$ cat src/rtl/serial_link_arbiter_if.sv
// Requester, Arduino and serial-link signals shared by the arbiter and its environment.
interface serial_link_arbiter_if #(
  parameter int unsigned WIDTH = 16
);
  // Instruction-fetch requester
  logic             fetch_req;
  logic [WIDTH-1:0] fetch_addr;
  logic             fetch_gnt;
  logic             fetch_done;
  logic [WIDTH-1:0] fetch_data;
  // Data-access requester
  logic             mem_req;
  logic             mem_we;
  logic [WIDTH-1:0] mem_addr;
  logic [WIDTH-1:0] mem_wdata;
  logic             mem_gnt;
  logic             mem_done;
  logic [WIDTH-1:0] mem_rdata;
  // Arduino link
  logic             ard_receive_ready;
  logic             ard_data_ready;
  logic             ser_in;
  logic             ser_out;
  logic             ser_out_valid;
  logic             busy;

  // Arbiter side
  modport slave (
    input  fetch_req, fetch_addr, mem_req, mem_we, mem_addr, mem_wdata,
    input  ard_receive_ready, ard_data_ready, ser_in,
    output fetch_gnt, fetch_done, fetch_data, mem_gnt, mem_done, mem_rdata,
    output ser_out, ser_out_valid, busy
  );

  // Requesters plus Arduino side
  modport master (
    output fetch_req, fetch_addr, mem_req, mem_we, mem_addr, mem_wdata,
    output ard_receive_ready, ard_data_ready, ser_in,
    input  fetch_gnt, fetch_done, fetch_data, mem_gnt, mem_done, mem_rdata,
    input  ser_out, ser_out_valid, busy
  );
endinterface

$ cat src/rtl/serial_link_arbiter.sv
// Arbitrates fetch and data requesters onto one bit-serial Arduino link and frames each
// transaction as command bit, address and optional write data, MSB first.
module serial_link_arbiter #(
  parameter int unsigned WIDTH = 16
) (
  input logic                  clk,
  input logic                  rst,
  serial_link_arbiter_if.slave bus
);
  localparam int unsigned CntW = $clog2(WIDTH);
  localparam logic [CntW-1:0] CntMax = CntW'(WIDTH - 1);

  typedef enum logic [2:0] {
    StIdle, StWaitRr, StSendCmd, StSendAddr, StSendData, StWaitDr, StRecv, StDone
  } state_e;

  state_e           state_q, state_d;
  logic             owner_mem_q, owner_mem_d;  // 1 = data side owns the link
  logic             we_q, we_d;
  logic [WIDTH-1:0] addr_q, addr_d;
  logic [WIDTH-1:0] wdata_q, wdata_d;
  logic [CntW-1:0]  cnt_q, cnt_d;
  logic [WIDTH-1:0] sreg_q, sreg_d;

  // State register
  always_ff @(posedge clk or posedge rst) begin
    if (rst) begin
      state_q <= StIdle;
    end else begin
      state_q <= state_d;
    end
  end

  // Next-state logic; data side wins arbitration in idle
  always_comb begin
    state_d = state_q;
    unique case (state_q)
      StIdle:     if (bus.mem_req || bus.fetch_req) state_d = StWaitRr;
      StWaitRr:   if (bus.ard_receive_ready) state_d = StSendCmd;
      StSendCmd:  state_d = StSendAddr;
      StSendAddr: if (cnt_q == '0) state_d = we_q ? StSendData : StWaitDr;
      StSendData: if (cnt_q == '0) state_d = StDone;
      StWaitDr:   if (bus.ard_data_ready) state_d = StRecv;
      StRecv:     if (cnt_q == '0) state_d = StDone;
      StDone:     state_d = StIdle;
      default:    state_d = StIdle;
    endcase
  end

  // Datapath registers: latched request, bit counter, receive shift register
  always_ff @(posedge clk or posedge rst) begin
    if (rst) begin
      owner_mem_q <= 1'b0;
      we_q        <= 1'b0;
      addr_q      <= '0;
      wdata_q     <= '0;
      cnt_q       <= '0;
      sreg_q      <= '0;
    end else begin
      owner_mem_q <= owner_mem_d;
      we_q        <= we_d;
      addr_q      <= addr_d;
      wdata_q     <= wdata_d;
      cnt_q       <= cnt_d;
      sreg_q      <= sreg_d;
    end
  end

  // Datapath next-state: requests are sampled only at grant
  always_comb begin
    owner_mem_d = owner_mem_q;
    we_d        = we_q;
    addr_d      = addr_q;
    wdata_d     = wdata_q;
    cnt_d       = cnt_q;
    sreg_d      = sreg_q;
    unique case (state_q)
      StIdle: begin
        if (bus.mem_req) begin
          owner_mem_d = 1'b1;
          we_d        = bus.mem_we;
          addr_d      = bus.mem_addr;
          wdata_d     = bus.mem_wdata;
        end else if (bus.fetch_req) begin
          owner_mem_d = 1'b0;
          we_d        = 1'b0;
          addr_d      = bus.fetch_addr;
          wdata_d     = '0;
        end
      end
      StSendCmd, StWaitDr: cnt_d = CntMax;
      StSendAddr, StSendData: cnt_d = (cnt_q == '0) ? CntMax : cnt_q - CntW'(1);
      StRecv: begin
        sreg_d = {sreg_q[WIDTH-2:0], bus.ser_in};
        cnt_d  = cnt_q - CntW'(1);
      end
      default: ;
    endcase
  end

  // Outputs decoded from state only; ser_out is forced low outside frame bits
  always_comb begin
    bus.ser_out       = 1'b0;
    bus.ser_out_valid = 1'b0;
    unique case (state_q)
      StSendCmd: begin
        bus.ser_out       = we_q;
        bus.ser_out_valid = 1'b1;
      end
      StSendAddr: begin
        bus.ser_out       = addr_q[cnt_q];
        bus.ser_out_valid = 1'b1;
      end
      StSendData: begin
        bus.ser_out       = wdata_q[cnt_q];
        bus.ser_out_valid = 1'b1;
      end
      default: ;
    endcase
    bus.busy       = (state_q != StIdle);
    bus.fetch_gnt  = (state_q != StIdle) && !owner_mem_q;
    bus.mem_gnt    = (state_q != StIdle) && owner_mem_q;
    bus.fetch_done = (state_q == StDone) && !owner_mem_q;
    bus.mem_done   = (state_q == StDone) && owner_mem_q;
    bus.fetch_data = sreg_q;
    bus.mem_rdata  = sreg_q;
  end
endmodule

$ cat src/flat_wrapper.sv
// flat-port wrapper written by rule: the top's interface ports become plain ports
module serial_link_arbiter_flat 
#(
  parameter int unsigned WIDTH = 16
)
  (clk, rst, bus_fetch_req, bus_fetch_addr, bus_mem_req, bus_mem_we, bus_mem_addr, bus_mem_wdata, bus_ard_receive_ready, bus_ard_data_ready, bus_ser_in, bus_fetch_gnt, bus_fetch_done, bus_fetch_data, bus_mem_gnt, bus_mem_done, bus_mem_rdata, bus_ser_out, bus_ser_out_valid, bus_busy);
  serial_link_arbiter_if #(.WIDTH(WIDTH)) bus_i ();
  input logic clk;
  input logic rst;
  input wire logic [$bits(bus_i.fetch_req)-1:0] bus_fetch_req;
  input wire logic [$bits(bus_i.fetch_addr)-1:0] bus_fetch_addr;
  input wire logic [$bits(bus_i.mem_req)-1:0] bus_mem_req;
  input wire logic [$bits(bus_i.mem_we)-1:0] bus_mem_we;
  input wire logic [$bits(bus_i.mem_addr)-1:0] bus_mem_addr;
  input wire logic [$bits(bus_i.mem_wdata)-1:0] bus_mem_wdata;
  input wire logic [$bits(bus_i.ard_receive_ready)-1:0] bus_ard_receive_ready;
  input wire logic [$bits(bus_i.ard_data_ready)-1:0] bus_ard_data_ready;
  input wire logic [$bits(bus_i.ser_in)-1:0] bus_ser_in;
  output wire logic [$bits(bus_i.fetch_gnt)-1:0] bus_fetch_gnt;
  output wire logic [$bits(bus_i.fetch_done)-1:0] bus_fetch_done;
  output wire logic [$bits(bus_i.fetch_data)-1:0] bus_fetch_data;
  output wire logic [$bits(bus_i.mem_gnt)-1:0] bus_mem_gnt;
  output wire logic [$bits(bus_i.mem_done)-1:0] bus_mem_done;
  output wire logic [$bits(bus_i.mem_rdata)-1:0] bus_mem_rdata;
  output wire logic [$bits(bus_i.ser_out)-1:0] bus_ser_out;
  output wire logic [$bits(bus_i.ser_out_valid)-1:0] bus_ser_out_valid;
  output wire logic [$bits(bus_i.busy)-1:0] bus_busy;
  assign bus_i.fetch_req = bus_fetch_req;
  assign bus_i.fetch_addr = bus_fetch_addr;
  assign bus_i.mem_req = bus_mem_req;
  assign bus_i.mem_we = bus_mem_we;
  assign bus_i.mem_addr = bus_mem_addr;
  assign bus_i.mem_wdata = bus_mem_wdata;
  assign bus_i.ard_receive_ready = bus_ard_receive_ready;
  assign bus_i.ard_data_ready = bus_ard_data_ready;
  assign bus_i.ser_in = bus_ser_in;
  assign bus_fetch_gnt = bus_i.fetch_gnt;
  assign bus_fetch_done = bus_i.fetch_done;
  assign bus_fetch_data = bus_i.fetch_data;
  assign bus_mem_gnt = bus_i.mem_gnt;
  assign bus_mem_done = bus_i.mem_done;
  assign bus_mem_rdata = bus_i.mem_rdata;
  assign bus_ser_out = bus_i.ser_out;
  assign bus_ser_out_valid = bus_i.ser_out_valid;
  assign bus_busy = bus_i.busy;
  serial_link_arbiter #(.WIDTH(WIDTH)) u_core (.clk(clk), .rst(rst), .bus(bus_i));
endmodule
$ cat config.mk
export PLATFORM = sky130hd
export DESIGN_NAME = serial_link_arbiter_flat
export DESIGN_NICKNAME = d
export VERILOG_FILES = /design/src/rtl/serial_link_arbiter_if.sv /design/src/rtl/serial_link_arbiter.sv /design/src/flat_wrapper.sv
export SDC_FILE = /design/constraint.sdc
export NUM_CORES = 1
export LEC_CHECK = 0
export ABC_CLOCK_PERIOD_IN_PS = 2250
export CAP_MARGIN = 10
export CORE_MARGIN = 1
export CORE_UTILIZATION = 35
export DETAILED_ROUTE_END_ITERATION = 10
export PLACE_DENSITY = 0.7
export SETUP_SLACK_MARGIN = 0.1
export SLEW_MARGIN = 25
export SYNTH_ARGS = -nofsm -noshare
export SYNTH_HDL_FRONTEND = slang
export SYNTH_SLANG_ARGS = --single-unit
$ cat constraint.sdc
create_clock -name clk -period 2.25 [get_ports clk]
set_input_delay 0.45 -clock clk [delete_from_list [all_inputs] [get_ports clk]]
set_output_delay 0.45 -clock clk [all_outputs]
set_load 0.01 [all_outputs]
Yosys cells after proc, flatten, opt, wreduce, memory -nomap -nowiden
Cells that the tools add are included.

Bits in registers: 57. Bits of input ports: 56. Output and inout bits: 39. Logic and storage cells: 60.

Add/subtract/negate cells: 1. Magnitude comparators: 1. Equal/unequal tests: 12. Mux-type cells: 22. Reductions and logical operators: 17.

Operators by type and width (count): two-way mux 16 bit (4); one-hot mux 3 bit (7 select lines) (1); two-way mux 3 bit (5); equality test 3 bit, second input constant (4); one-hot mux 4 bit (3 select lines) (1); binary-select mux 1 bit (select 4 bit) (2); two-way mux 1 bit (7); equality test 3 x 2 -> 1 bit, second input constant (2); inequality test 2 x 1 -> 1 bit, second input constant (3); nonzero test 3 bit (2); OR reduction 2 bit (3); less-than comparator 4 x 5 -> 1 bit, second input constant (1); AND reduction 5 bit (1); logical AND 1 bit (4); logical NOT 4 bit (1); two-way mux 4 bit (1); inequality test 2 bit, second input constant (2); subtractor 4 x 1 -> 4 bit, second input constant (1); equality test 3 x 1 -> 1 bit, second input constant (1); logical NOT 3 bit (1); one-hot mux 1 bit (3 select lines) (1); OR reduction 3 bit (1); AND reduction 2 bit (1); nonzero test 2 bit (1); 2 further kinds (2).

Depth between registers and ports, before layout
Gate-level depths: netlist (run 1).

Depth after elaboration: 4. Depth in mapped cells: 9. Gate-level depth less buffers: 6.

Worst setup path after synthesis (run 1)
Ideal clock, no wire load.

Kind: register to output. Start: register u_core.cnt_q[0]. End: output port bus_ser_out. Arrival: 1470 ps. Required time: 1800 ps. Slack: 330 ps. Stages on the path, launching flop included: 6. Cell sequence: dfrtp_1 -> buf_6 -> mux4_1 -> mux2_2 -> nand3_1 -> o2111ai_1.

Cells in the longest elaborated chain, start to end: 3. Elaborated cells on any way between the ends: 5.

Ends and longest elaborated chain: from (decl) (RTL line serial_link_arbiter.sv:22) `logic [CntW-1:0] cnt_q, cnt_d;`; from (signal assigned) (RTL line serial_link_arbiter.sv:64) `cnt_q <= cnt_d;`; binary-select mux 1 bit (select 4 bit) (on tied branches) (RTL line serial_link_arbiter.sv:115, serial_link_arbiter.sv:111); two-way mux 1 bit (on tied branches) (RTL line serial_link_arbiter.sv:115, serial_link_arbiter.sv:111); one-hot mux 1 bit (3 select lines) * (RTL line serial_link_arbiter.sv:105) `unique case (state_q)`; to (decl) (RTL line flat_wrapper.sv:25) `output wire logic [$bits(bus_i.ser_out)-1:0] bus_ser_out;`.

Mark *: on every way between the ends. The rest lies on a longest branch, timed or not. The select of a mux whose other input is x is not followed.

Worst setup path in the final report (run 1)
Ends and elaborated chain as after synthesis.

==> flow_summary.yaml, run 1 <==
floorplanning:
  die_area_um2: 8970
  placementRows: 33
  die_h_um: 94.7
  coreArea_um2: 8260
  start_util_pct: 36.4
  pin_count: 95
  die_x_um: 94.7
timing:
  fin_crit_ns: 2.44
  relSlewSlack_pct: 55.3
  rsz0062_at_grt: "yes"
  hold_violations: 0
  fin_skew_ns: 0.00735
  fmax_mhz: 411
  drv_slew: 0
  worst_pin_slew_ns: 0.670
  layout_setup_ws_ns: -0.185
  setup_viol: 1
  period_share_pct: 108
clock_network:
  clock-sinks: 57
  clock_latency_ns: 0.33
  cts_made_buffers: 9
  clk_path_buf_depth: 2
  htree_levels: 3
  cts_tree: "yes"
  cts_root_buf: "clkbuf_8"
  clk_pin_slew_ns: 0.07
route:
  drc: 0
  avgViaCountPerCell: 4.99
  drt_iter0_markers: 76
  num_vias: 2393
  drt_first_pass_iters: 4
  ant_nets: 0
  wl_mm: 6.90
  routedWlPerCell_um: 14.4
synthesis:
  synth_edf_count: 0
  synth_area_per_cell_um2: 11.1
  synthesis.nets: 327
  synthesis.area_um2: 3010
  synthTopCellsByArea: "dfrtp_1 47%, mux2i_1 7.7%, mux2_2 7.1%"
  synth-seq-area-share_pct: 47.4
  yosys.area_share.simple_pct: 8.44
  synth-compound-area-share_pct: 13.6
  synth_warnings: 0
  yosys_register_bits: 57
  async_reset_ff_share_pct: 100
  synth_top_family_by_area: "multiplexers"
  yosys.area.top_type: "dfrtp_1"
  synthMuxAreaShare_pct: 20.0
  synthCells: 270
  synthFlopType: "dfrtp_1"
  synthDominantCellAreaShare_pct: 47.4
  synth-xor-area-share_pct: 1.16
  yosys.area_share.adder_pct: 0.416
  ys_types: 38
setup_path:
  required_ns: 1.80
  slowest_delay_ns: 0.52
  start_kind: "register"
  r2r_setup_slack_ns: 0.23
  worstSetupPathType: "register to output pin"
  crit_fanout: 7
  cp_cell_sequence: "mux4_2, mux2_4, nand3_4, o2111ai_4, buf_6"
  arrival_ns: 1.99
  crit_buf_inv: 1
  crit_family: "multiplexers"
  slowest_stage: "mux4_2"
  crit_path_end_kind: "output pin"
layout:
  nets: 427
  layout-drive-gt1-share_pct: 23.5
  layout.cells.non_filler: 480
  stdcell_area_um2: 4370
  layout_common_cells: "87 x clkdlybuf4s50_1, 56 x dfrtp_1, 29 x buf_4, 25 x nand2_1, 23 x mux2i_1"
  fin_util_pct: 52.9
  n_antenna_cell: 0
  area_growth_pct: 45.2
  final_common_cell: "clkdlybuf4s50_1"
grt:
  grtUsageTotal_pct: 15.9
  grt_pass1_wl_mm: 10.9
  grt-ovfl-total: 0
  antenna_found_initial: 0
  grt_pass1_vias: 2294
  grt_max_degree: 51
pwr:
  power.density_nw_per_um2: 1100
  leakagePower_nw: 1.98
  vdd_drop_max_mv: 0.403
placement:
  dp_slack_ns: -0.322
  dp.cells: 462
  place.gp.congestion: 0.835
  place_area_um2: 4120
  port_buffers: 94
  place_hpwl_mm: 4.99
status:
  status: "finished, violations left"
  violations: "setup timing"
run:
  drv_cap: 0
hold_path:
  hold_class: "input pin to asynchronous set/reset pin"
[Yosys cell counts, drive strengths merged (6+ instances only)]
| master | n |
|---|---|
| a22o | 17 |
| buf | 32 |
| clkbuf | 8 |
| dfrtp | 57 |
| inv | 7 |
| mux2 | 19 |
| mux2i | 23 |
| mux4 | 6 |
| nand2 | 25 |
| nand3 | 6 |
| nor2 | 8 |
| o21ai | 22 |
| o22ai | 7 |
[state kept, by name, summed over array words and instances (netlist names)]
| signal | count |
|---|---|
| u_core.cnt_q | 4 |
| u_core.wdata_q | 16 |
| u_core.bus.fetch_data | 16 |
| u_core.state_q | 3 |
| u_core.owner_mem_q | 1 |
| u_core.addr_q | 16 |
| u_core.we_q | 1 |
[routing by layer]
layer,global-route usage (%),part of all wire (%),up-vias
met1,20.6,44,1164
met3,3.46,3.9,14
met4,8.21,2.3,0
li1,-,-,1152
met2,25.1,50,63
met5,0,0,-
[path summary, 6_finish.rpt]
path                                   from                        to  cells after the start
setup / recovery            u_core.cnt_q[0]               bus_ser_out                      5
hold / removal                          rst  u_core.bus.fetch_data[4]                      2
setup reg to reg            u_core.cnt_q[1]           u_core.cnt_q[1]                      7
hold reg to reg            u_core.addr_q[8]          u_core.addr_q[8]                      2
max in group asynchronous               rst           u_core.cnt_q[0]                      3
min in group clk           u_core.addr_q[8]          u_core.addr_q[8]                      2
[where the power goes]
part / internal [mW] / switching [mW]
Sequential: 1.41 / 0.322
Combinational: 1.27 / 0.851
Clock: 0.537 / 0.399
Total: 3.21 / 1.57
[kinds of logic after synthesis]
family / Yosys count
AO/OA/AOI/OAI: 60
buffers and inverters: 47
flip-flops: 57
XOR/XNOR: 4
AND/OR/NAND/NOR: 53
adder cells (fa/ha/maj): 1
multiplexers: 48
[timing repair]
item                       4_1_cts  5_1_grt
setup buffers                    2        0
gates resized for setup         29       10
setup endpoints to repair        7        5
pin swaps                        1        2
hold buffers                     0        0
[cell type report]
class | instances | area (um^2)
Inverter | 7 | 26.3
Timing Repair Buffer | 129 | 1230
Tap cell | 105 | 131
Multi-Input combinational cell | 166 | 1350
Sequential cell | 57 | 1430
Fill cell | 727 | 3890
Clock buffer | 11 | 141
Clock inverter | 5 | 55.1
[metrics by stage]
stage | hold WS [ns] | setup TNS [ns] | power, mW
after floorplan | 0.442 | 0 | 2.86
after global placement | 0.459 | -0.298 | 3.63
after detailed placement | 0.472 | -0.322 | 3.70
after CTS | 0.450 | -0.210 | 4.72
after global routing | 0.476 | -0.307 | 5.10
final | 0.447 | -0.185 | 4.78
Power figures use the tool's default switching activity.
==> run 2, diff against run 1 <==
- DONT_BUFFER_PORTS: default -> 1
- PLACE_DENSITY: 0.7 -> 0.56
==> run 2 against run 1 <==
The flow still finishes with violations (setup timing). Register-to-register slack better by 0.02 ns. Worst hold slack got worse by 0.40 ns. Cell area down 26%. Non-clock buffer count down 116. Fmax grew 5.7%. Combinational power fell by 33%. Critical path depth fell by 1. Critical path type unchanged. Critical endpoint unchanged.
==> flow_summary.yaml, run 2 (synthesized netlist as in run 1, its figures left out) <==
status:
  status: "finished, violations left"
  violations: "setup timing"
clock_network:
  clock-sinks: 57
  cts_root_buf: "clkbuf_8"
  clock_latency_ns: 0.33
  htree_levels: 3
  cts_hold_buffers: 0
  cts_made_buffers: 9
  cts_setup_buffers: 0
  clk_path_buf_depth: 2
  clk_pin_slew_ns: 0.06
  cts_tree: "yes"
setup_path:
  crit_path_end_kind: "output pin"
  crit_buf_inv: 0
  slowest_delay_ns: 0.52
  crit_fanout: 8
  required_ns: 1.80
  worstSetupPathType: "register to output pin"
  slowest_stage: "mux4_2"
  arrival_ns: 1.85
  start_kind: "register"
  cp_cell_sequence: "mux4_2, mux2_4, nand3_2, o2111ai_4"
  crit_family: "multiplexers"
route:
  drt_first_pass_iters: 4
  routedWlPerCell_um: 16.2
  ant_nets: 0
  num_vias: 1946
  drt_iter0_markers: 72
  wl_mm: 5.91
  drc: 0
  avgViaCountPerCell: 5.35
floorplanning:
  die_h_um: 94.7
  placementRows: 33
  die_x_um: 94.7
  coreArea_um2: 8260
  pin_count: 95
  start_util_pct: 36.4
  die_area_um2: 8970
placement:
  place_hpwl_mm: 4.19
  place.gp.congestion: 0.774
  port_buffers: 0
grt:
  grtUsageTotal_pct: 14.5
  grt_pass1_wl_mm: 9.70
  grt_pass1_vias: 1876
  grt_max_degree: 51
  antenna_found_initial: 0
  grt-ovfl-total: 0
pwr:
  power.density_nw_per_um2: 1280
  power.total_mw: 4.16
  vdd_drop_max_mv: 0.509
  leakagePower_nw: 1.50
layout:
  final_common_cell: "dfrtp_1"
  layout_common_cells: "56 x dfrtp_1, 25 x nand2_1, 23 x mux2i_1, 21 x o21ai_0"
  layout-drive-gt1-share_pct: 23.9
  n_antenna_cell: 0
  area_growth_pct: 7.86
  nets: 311
timing:
  layout_setup_ws_ns: -0.0533
  relSlewSlack_pct: 56.4
  fmax_mhz: 434
  worst_pin_slew_ns: 0.654
  hold_violations: 0
  rsz0062_at_grt: "yes"
  setup_viol: 1
  period_share_pct: 102
  fin_skew_ns: 0.00673
  drv_slew: 0
  fin_crit_ns: 2.30
  setup_tns_ns: -0.0533
run:
  drv_cap: 0
hold_path:
  hold_class: "input pin to asynchronous set/reset pin"
## run 2: worst paths after layout
path	start	to	depth (start not counted)	slack (ns)
max in group asynchronous	rst	u_core.cnt_q[0]	2	1.62
min reg2reg	u_core.addr_q[7]	u_core.addr_q[7]	2	0.48
max reg2reg	u_core.cnt_q[1]	u_core.state_q[1]	5	0.25
max	u_core.cnt_q[0]	bus_ser_out	4	-0.05
min in group clk	bus_mem_wdata[9]	u_core.wdata_q[9]	1	0.24
min	rst	u_core.bus.fetch_data[7]	1	0.05
## run 2: per-layer routing
| metal | vias to the layer above | part of all wire [%] | track usage [%] |
|---|---|---|---|
| met3 | 11 | 3.0 | 2.90 |
| li1 | 920 | - | - |
| met2 | 41 | 50 | 21.5 |
| met1 | 974 | 45 | 19.8 |
| met5 | - | 0 | 0 |
| met4 | 0 | 2.4 | 8.33 |
## run 2: timing repair
| item | in CTS | in global routing |
|---|---|---|
| pin swaps | 1 | 1 |
| gates resized for setup | 11 | 2 |
| endpoints found under the setup margin | 1 | 3 |
## run 2: layout make-up
type	instances	area (um^2)
Clock inverter	5	55.1
Sequential cell	57	1430
Multi-Input combinational cell	166	1330
Clock buffer	11	141
Inverter	7	26.3
Timing Repair Buffer	13	130
Fill cell	834	5010
Tap cell	105	131
## run 2: power breakdown
part | leakage, nW | internal (mW) | switching, mW
sequential | 0.731 | 1.41 | 0.388
clock | 0.0953 | 0.537 | 0.398
combinational | 0.673 | 0.789 | 0.644
## run 2: through the flow
step / hold slack, ns / cell area, um^2 / util, % / instances / worst slack (ns)
after global placement: 0.421 / 3010 / 36.5 / 347 / 0.123
after floorplan: 0.442 / 3010 / - / 270 / 0.330
after CTS: 0.0584 / 3210 / 38.9 / 363 / -0.106
after detailed placement: 0.426 / 3010 / 36.5 / 347 / 0.0726
after global routing: 0.0799 / 3240 / 39.3 / 364 / -0.164
final: 0.0517 / 3240 / 39.3 / 364 / -0.0533
==> run 3, diff against run 2 <==
- SLEW_MARGIN: 25 -> 20
==> results of run 3 <==
No change in the layout: final DEF, timing and power equal those of run 2.
